`config.mk`:
```
export PLATFORM = sky130hd
export DESIGN_NAME = charge_input_controller
export DESIGN_NICKNAME = d
export VERILOG_FILES = /design/src/rtl/charge_pkg.sv /design/src/rtl/btn_debouncer.sv /design/src/rtl/charge_input_controller.sv
export SDC_FILE = /design/constraint.sdc
export NUM_CORES = 1
export LEC_CHECK = 0
export BUFFER_PORTS_ARGS = -buffer_cell sky130_fd_sc_hd__buf_4
export CAP_MARGIN = 10
export CORE_ASPECT_RATIO = 1.4
export CORE_MARGIN = 10
export CORE_UTILIZATION = 32
export CTS_BUF_LIST = sky130_fd_sc_hd__clkbuf_16
export CTS_CLUSTER_SIZE = 14
export DETAILED_ROUTE_END_ITERATION = 7
export GPL_ROUTABILITY_DRIVEN = 0
export PLACE_DENSITY = 0.6
export RECOVER_POWER = 100
export SLEW_MARGIN = 20
export SYNTH_ARGS = -nofsm -noshare
export SYNTH_HDL_FRONTEND = slang
export SYNTH_SLANG_ARGS = --single-unit
```
`constraint.sdc`:
```
create_clock -name sys_clk_i -period 4.9 [get_ports sys_clk_i]
set_input_delay 0.735 -clock sys_clk_i [delete_from_list [all_inputs] [get_ports sys_clk_i]]
set_output_delay 0.735 -clock sys_clk_i [all_outputs]
set_load 0.005 [all_outputs]
```
`src/rtl/charge_pkg.sv`:
```
// Shared definitions for the charge_bar interface: FSM encoding and display scaling, so the
// input controller and the 7-seg display agree on how charge maps to display steps.
package charge_pkg;

    typedef enum logic [1:0] {
        StIdle,
        StCharge,
        StFire,
        StCooldown
    } charge_state_e;

    localparam int unsigned ThresholdStep    = 55;
    localparam int unsigned DisplaySteps     = 9;
    localparam int unsigned DefaultMaxCharge = ThresholdStep * DisplaySteps;

    // Bits needed for a counter that runs 0..max(a,b)-1.
    function automatic int unsigned cnt_width(input int unsigned a, input int unsigned b);
        int unsigned m;
        m = (a > b) ? a : b;
        return (m > 1) ? $clog2(m) : 1;
    endfunction

endpackage

```
`src/rtl/btn_debouncer.sv`:
```
// Two-flop synchronizer plus stability counter for the raw jump button; emits one-cycle
// press/release pulses on edges of the debounced level.
module btn_debouncer
    import charge_pkg::*;
#(
    parameter int unsigned DEBOUNCE_CYCLES = 100_000
) (
    input  logic clk_i,
    input  logic rst_ni,
    input  logic btn_raw_i,
    output logic press_o,
    output logic release_o
);

    localparam int unsigned CntW = cnt_width(DEBOUNCE_CYCLES, 1);

    logic            sync1_q, sync2_q;
    logic            stable_q, stable_d, stable_prev_q;
    logic [CntW-1:0] cnt_q, cnt_d;

    // Counter only advances while the synchronized level disagrees with the accepted one,
    // so any bounce back to the old level restarts the qualification window.
    always_comb begin
        cnt_d    = '0;
        stable_d = stable_q;
        if (sync2_q != stable_q) begin
            if (cnt_q == CntW'(DEBOUNCE_CYCLES - 1)) begin
                stable_d = sync2_q;
            end else begin
                cnt_d = cnt_q + 1'b1;
            end
        end
    end

    always_ff @(posedge clk_i or negedge rst_ni) begin
        if (!rst_ni) begin
            sync1_q       <= 1'b0;
            sync2_q       <= 1'b0;
            stable_q      <= 1'b0;
            stable_prev_q <= 1'b0;
            cnt_q         <= '0;
        end else begin
            sync1_q       <= btn_raw_i;
            sync2_q       <= sync1_q;
            stable_q      <= stable_d;
            stable_prev_q <= stable_q;
            cnt_q         <= cnt_d;
        end
    end

    assign press_o   = stable_q & ~stable_prev_q;
    assign release_o = ~stable_q & stable_prev_q;

endmodule

```
`src/rtl/charge_input_controller.sv`:
```
// Jump-button charge controller: builds charge_bar while the button is held and issues one
// valid/ready jump request on release. Define CHARGE_AUTO_FIRE_EN to fire automatically at MAX_CHARGE.
module charge_input_controller
    import charge_pkg::*;
#(
    parameter int unsigned PHY_WIDTH       = 16,
    parameter int unsigned DEBOUNCE_CYCLES = 100_000,
    parameter int unsigned CHARGE_TICK     = 50_000,
    parameter int unsigned MAX_CHARGE      = DefaultMaxCharge,
    parameter int unsigned COOLDOWN_CYCLES = 2_000_000
) (
    input  logic                 sys_clk_i,
    input  logic                 sys_rst_ni,
    input  logic                 btn_raw_i,
    input  logic                 enable_i,
    input  logic                 jump_ready_i,
    output logic [PHY_WIDTH-1:0] charge_bar_o,
    output logic                 charging_o,
    output logic                 jump_valid_o,
    output logic [PHY_WIDTH-1:0] jump_power_o
);

    localparam int unsigned CntW = cnt_width(CHARGE_TICK, COOLDOWN_CYCLES);
    localparam logic [PHY_WIDTH-1:0] MaxCharge = PHY_WIDTH'(MAX_CHARGE);

    logic btn_press, btn_release;

    charge_state_e        state_q, state_d;
    logic [CntW-1:0]      cnt_q, cnt_d;
    logic [PHY_WIDTH-1:0] charge_q, charge_d, charge_inc;
    logic [PHY_WIDTH-1:0] power_q, power_d;
    logic                 valid_q, valid_d;

    btn_debouncer #(
        .DEBOUNCE_CYCLES(DEBOUNCE_CYCLES)
    ) u_debouncer (
        .clk_i    (sys_clk_i),
        .rst_ni   (sys_rst_ni),
        .btn_raw_i(btn_raw_i),
        .press_o  (btn_press),
        .release_o(btn_release)
    );

    // Compare before adding so the bar saturates instead of wrapping.
    assign charge_inc = (charge_q >= MaxCharge) ? MaxCharge : charge_q + 1'b1;

    // cnt is the charge tick divider in StCharge and the cooldown timer in StCooldown.
    always_comb begin
        state_d  = state_q;
        cnt_d    = cnt_q;
        charge_d = charge_q;
        power_d  = power_q;
        valid_d  = valid_q;
        case (state_q)
            StIdle: begin
                if (btn_press && enable_i) begin
                    state_d  = StCharge;
                    charge_d = PHY_WIDTH'(1);
                    cnt_d    = '0;
                end
            end
            StCharge: begin
                if (!enable_i) begin
                    state_d  = StIdle;
                    charge_d = '0;
                end else if (btn_release) begin
                    state_d = StFire;
                    power_d = charge_q;
                    valid_d = 1'b1;
                end else begin
                    if (cnt_q == CntW'(CHARGE_TICK - 1)) begin
                        cnt_d    = '0;
                        charge_d = charge_inc;
                    end else begin
                        cnt_d = cnt_q + 1'b1;
                    end
`ifdef CHARGE_AUTO_FIRE_EN
                    if (charge_d == MaxCharge) begin
                        state_d = StFire;
                        power_d = MaxCharge;
                        valid_d = 1'b1;
                    end
`endif
                end
            end
            StFire: begin
                if (jump_ready_i) begin
                    state_d  = StCooldown;
                    valid_d  = 1'b0;
                    charge_d = '0;
                    cnt_d    = '0;
                end
            end
            StCooldown: begin
                if (cnt_q == CntW'(COOLDOWN_CYCLES - 1)) begin
                    state_d = StIdle;
                    cnt_d   = '0;
                end else begin
                    cnt_d = cnt_q + 1'b1;
                end
            end
            default: state_d = StIdle;
        endcase
    end

    always_ff @(posedge sys_clk_i or negedge sys_rst_ni) begin
        if (!sys_rst_ni) begin
            state_q  <= StIdle;
            cnt_q    <= '0;
            charge_q <= '0;
            power_q  <= '0;
            valid_q  <= 1'b0;
        end else begin
            state_q  <= state_d;
            cnt_q    <= cnt_d;
            charge_q <= charge_d;
            power_q  <= power_d;
            valid_q  <= valid_d;
        end
    end

    assign charge_bar_o = charge_q;
    assign charging_o   = (state_q == StCharge);
    assign jump_valid_o = valid_q;
    assign jump_power_o = power_q;

endmodule

```
==> reports/results.md <==
| Group | Result | Reported |
| --- | --- | --- |
| worst setup path | Endpoint arrival time on the critical path | 3.41 ns |
| finish | Register Area | 0.00193 mm2 |
| floorplan | Num ports | 39 |
| finish | Nets | 441 |
| worst setup path | Type of destination of the critical path | flip-flop |
| power | Internal power consumption | 1.17 mW |
| power | Share of total power in sequential cells | 41.6% |
| finish | Ant. Diodes | 0 |
| power | Net switching component of the power | 0.554 mW |
| grt | Maximum number of pins on one net before global-route repair | 78 |
| routing | DRC violations left | 0 |
| grt | All-Layer GR Usage | 11.1% |
| synthesis | Average cell area after synthesis | 10.0 um2 |
| timing | Final Critical Period | 3.19 ns |
| timing | Max-Slew Margin vs Limit | -25.7% |
| routing | Average routed wire per standard cell | 15.7 um |
| finish | Combined area of the multi-input logic cells | 0.00185 mm2 |
| floorplan | Row cnt | 47 |
| cts | Longest Clk Path Bufs | 2 |
| cts | Clock slew at reported path FFs | 0.06 ns |
| timing | Final-report hold violation count | 0 |
| floorplan | Height of the die | 150 um |
| cts | Later-pin clock latency in the skew report | 0.34 ns |
| routing | Via Count | 3019 |
| grt | Initial antenna violation count | 0 |
| synthesis | Fraction of the yosys area taken by sequential cells | 50.0% |
| cts | Post-CTS Hold Buffers | 0 |
| routing | Count of routing violations after the opening detailed-route iteration | 206 |
| power | Power per unit of standard cell area | 382 mW/mm2 |
| timing | RSZ-0062 raised after global routing | false |
| synthesis | Total of flip-flops plus latches after synthesis | 77 |
| power | Total power of the final layout | 1.72 mW |
| power | Leakage component of the power | 1.94 nW |
| timing | Maximum clock skew at final layout | 0.00881 ns |
| placed design | Detailed-placement wirelength estimate | 6.55 mm |
| synthesis | Dominant cell by count in the synthesized netlist | dfrtp_1 |
| synthesis | Number of warnings printed during yosys synthesis | 0 |
| grt | Via count of the first global-routing pass | 3005 |
| worst setup path | Crit path max fanout | 14 |
| grt | Global-route wire length before repair | 15.4 mm |
| timing | Achievable frequency | 314 MHz |
| outcome | Outcome | finished with violations |
| finish | Filler Cell Count | 1173 |
| cts | Number of clock sinks | 77 |
| cts | Setup Buffers After CTS | 0 |
| power | IR drop worst, VDD | 0.147 mV |
| timing | Period utilisation layout | 65.0% |
| job | Max_cap viols | 1 |
| outcome | Violations in the final reports | max-capacitance violations, max-slew violations |
| cts | Clock root buffer | clkbuf_16 |
| floorplan | CORE AREA | 0.0118 mm2 |
| power | Clock power share | 37.4% |
| floorplan | Die area | 0.0169 mm2 |
| synthesis | Cell area after technology mapping | 0.00385 mm2 |
| synthesis | Post-synth EDFFs | 0 |
| cts | Cts repair resizes | 0 |
| timing | Slew Viols, Final | 78 |
| synthesis | Main synth FF type | dfrtp_1 |
| worst hold path | Worst min-delay path category | reg2reg |
| synthesis | Largest cells by area after synthesis | dfrtp_1, mux2_2, xor2_1, nor2_1, o21ai_0 |
| power | Sw Share | 32.2% |
| synthesis | Ranking of synthesized cells by instance count | dfrtp_1, nor2_1, nand2_1 |
| cts | TritonCTS clock tree | yes |
| floorplan | Starting density of the core | 32.6% |
| timing | Final setup violation count | 0 |
| worst setup path | Category of the most critical setup path | reg2reg |
| routing | Antenna-violating nets left | 0 |
| routing | Total Routed Length | 9.08 mm |
| synthesis | Yosys top cell area share | 50.0% |
| placed design | IO Port Bufs | 38 |
| cts | Number of buffers inserted during clock tree synthesis | 9 |
| routing | Number of detailed-route iterations in the first pass | 5 |
| grt | Global route total overflow | 0 |
| floorplan | Die W | 113 um |
| routing | Detailed-route vias per instance | 5.22 |
| synthesis | Post-Synthesis Cells | 385 |
| timing | Setup total negative slack | 0 ns |
| synthesis | Syn_nets | 398 |
| synthesis | Ys async rst share | 100% |
| synthesis | Leading area contributor after synthesis | dfrtp_1 |
| cts | Total number of H-tree levels | 3 |
| finish | Area added between synthesis and finish | 16.9% |
| timing | Actual slew at the worst max-slew pin | 1.89 ns |
| worst setup path | Critical Path Start Type | flip-flop |
| finish | Ratio of cells with drive above 1 in the final layout | 14.6% |
| synthesis | Count of different cell masters after synthesis | 54 |
| power | Combinational Power Share | 21.0% |
| worst setup path | Worst Path Required | 5.12 ns |
-- metal layers --
| metal | vias up | track usage [%] | routed length [um] |
|---|---|---|---|
| met1 | 1460 | 13.2 | 4120 |
| met3 | 12 | 3.13 | 423 |
| met4 | 0 | 5.28 | 184 |
| met2 | 65 | 17.9 | 4360 |
| li1 | 1482 | - | - |
| met5 | - | 0 | 0 |
-- logic make-up after synthesis --
group                      Yosys count  share of synthesized area [%]
DFF                                 77                           50.0
buffers and inverters               19                           2.01
xor gates and xnor gates            24                           5.45
adders and majority gates            8                           2.60
and+or+nand+nor                    164                           23.1
AOI/OAI and AO/OA                   77                           12.2
muxes                               16                           4.64
-- flip-flops by register name (all words and copies together), names as in the netlist, named ones only --
name,flops
charge_bar_o,16
cnt_q,21
jump_power_o,16
jump_valid_o,1
state_q,1
u_debouncer.cnt_q,17
u_debouncer.stable_prev_q,1
u_debouncer.stable_q,1
u_debouncer.sync1_q,1
u_debouncer.sync2_q,1
-- cell type report --
type	instances	area share (%)
sequential	77	42.8
multi-input combinational	289	40.9
timing repair buffer	39	5.02
clock buffer	9	5.00
tap	147	4.08
clock inverter	5	1.19
inverter	12	0.999
-- cell usage in the layout (no fill, tap or decap), types with 5 or more instances in the layout --
cell	instances
and4_1	5
nor4_1	6
clkbuf_4	18
nand4_1	13
nand3_1	20
ha_1	8
a31oi_1	9
o31ai_1	5
mux2_2	15
nor2_1	36
nor2b_1	6
nor3_1	7
a21oi_1	22
clkbuf_16	9
clkbuf_1	17
xor2_1	15
dfrtp_1	77
inv_1	12
o21ai_0	25
and3_1	7
or3_1	8
nand2_1	32
xnor2_1	9
-- worst max-delay path, stage by stage, from the launching register on --
cell and delay [ns]:
dfrtp_1 0.39, inv_1 0.11, ha_1 0.26, nor2b_1 0.15, a21oi_1 0.74, nand3b_1 0.42
nor2_1 0.61, mux2_2 0.40
-- stage by stage --
stage               instances  cell area, um2  util (%)  worst slack [ns]  hold WS (ns)
global placement          564            4300      36.4              1.82         0.336
finish                    578            4510      38.1              1.71         0.347
CTS                       578            4580      38.7              1.86         0.348
floorplan                 385            3850         -              2.69         0.331
global route              578            4510      38.1              1.34         0.368
detailed placement        564            4300      36.4              1.79         0.335
-- path summary, 6_finish.rpt --
check	startpoint	endpoint	slack, ns	depth (start not counted)
setup / recovery	state_q[0]	charge_bar_o[0]	1.71	7
hold / removal	u_debouncer.sync1_q	u_debouncer.sync2_q	0.35	0
setup reg to reg	state_q[0]	charge_bar_o[0]	1.71	7
hold reg to reg	u_debouncer.sync1_q	u_debouncer.sync2_q	0.35	0
max in group asynchronous	sys_rst_ni	asynchronous set/reset pin	2.87	1
min in group asynchronous	sys_rst_ni	u_debouncer.cnt_q[4]	0.90	1
-- power groups by stage --
stage	sequential, mW	combinational, mW	clock [mW]
after floorplan	0.712	0.269	0
after global placement	0.724	0.370	0
after detailed placement	0.727	0.372	0
after CTS	0.715	0.374	0.653
after global routing	0.722	0.412	0.680
final	0.715	0.361	0.644
Power figures use the tool's default switching activity.
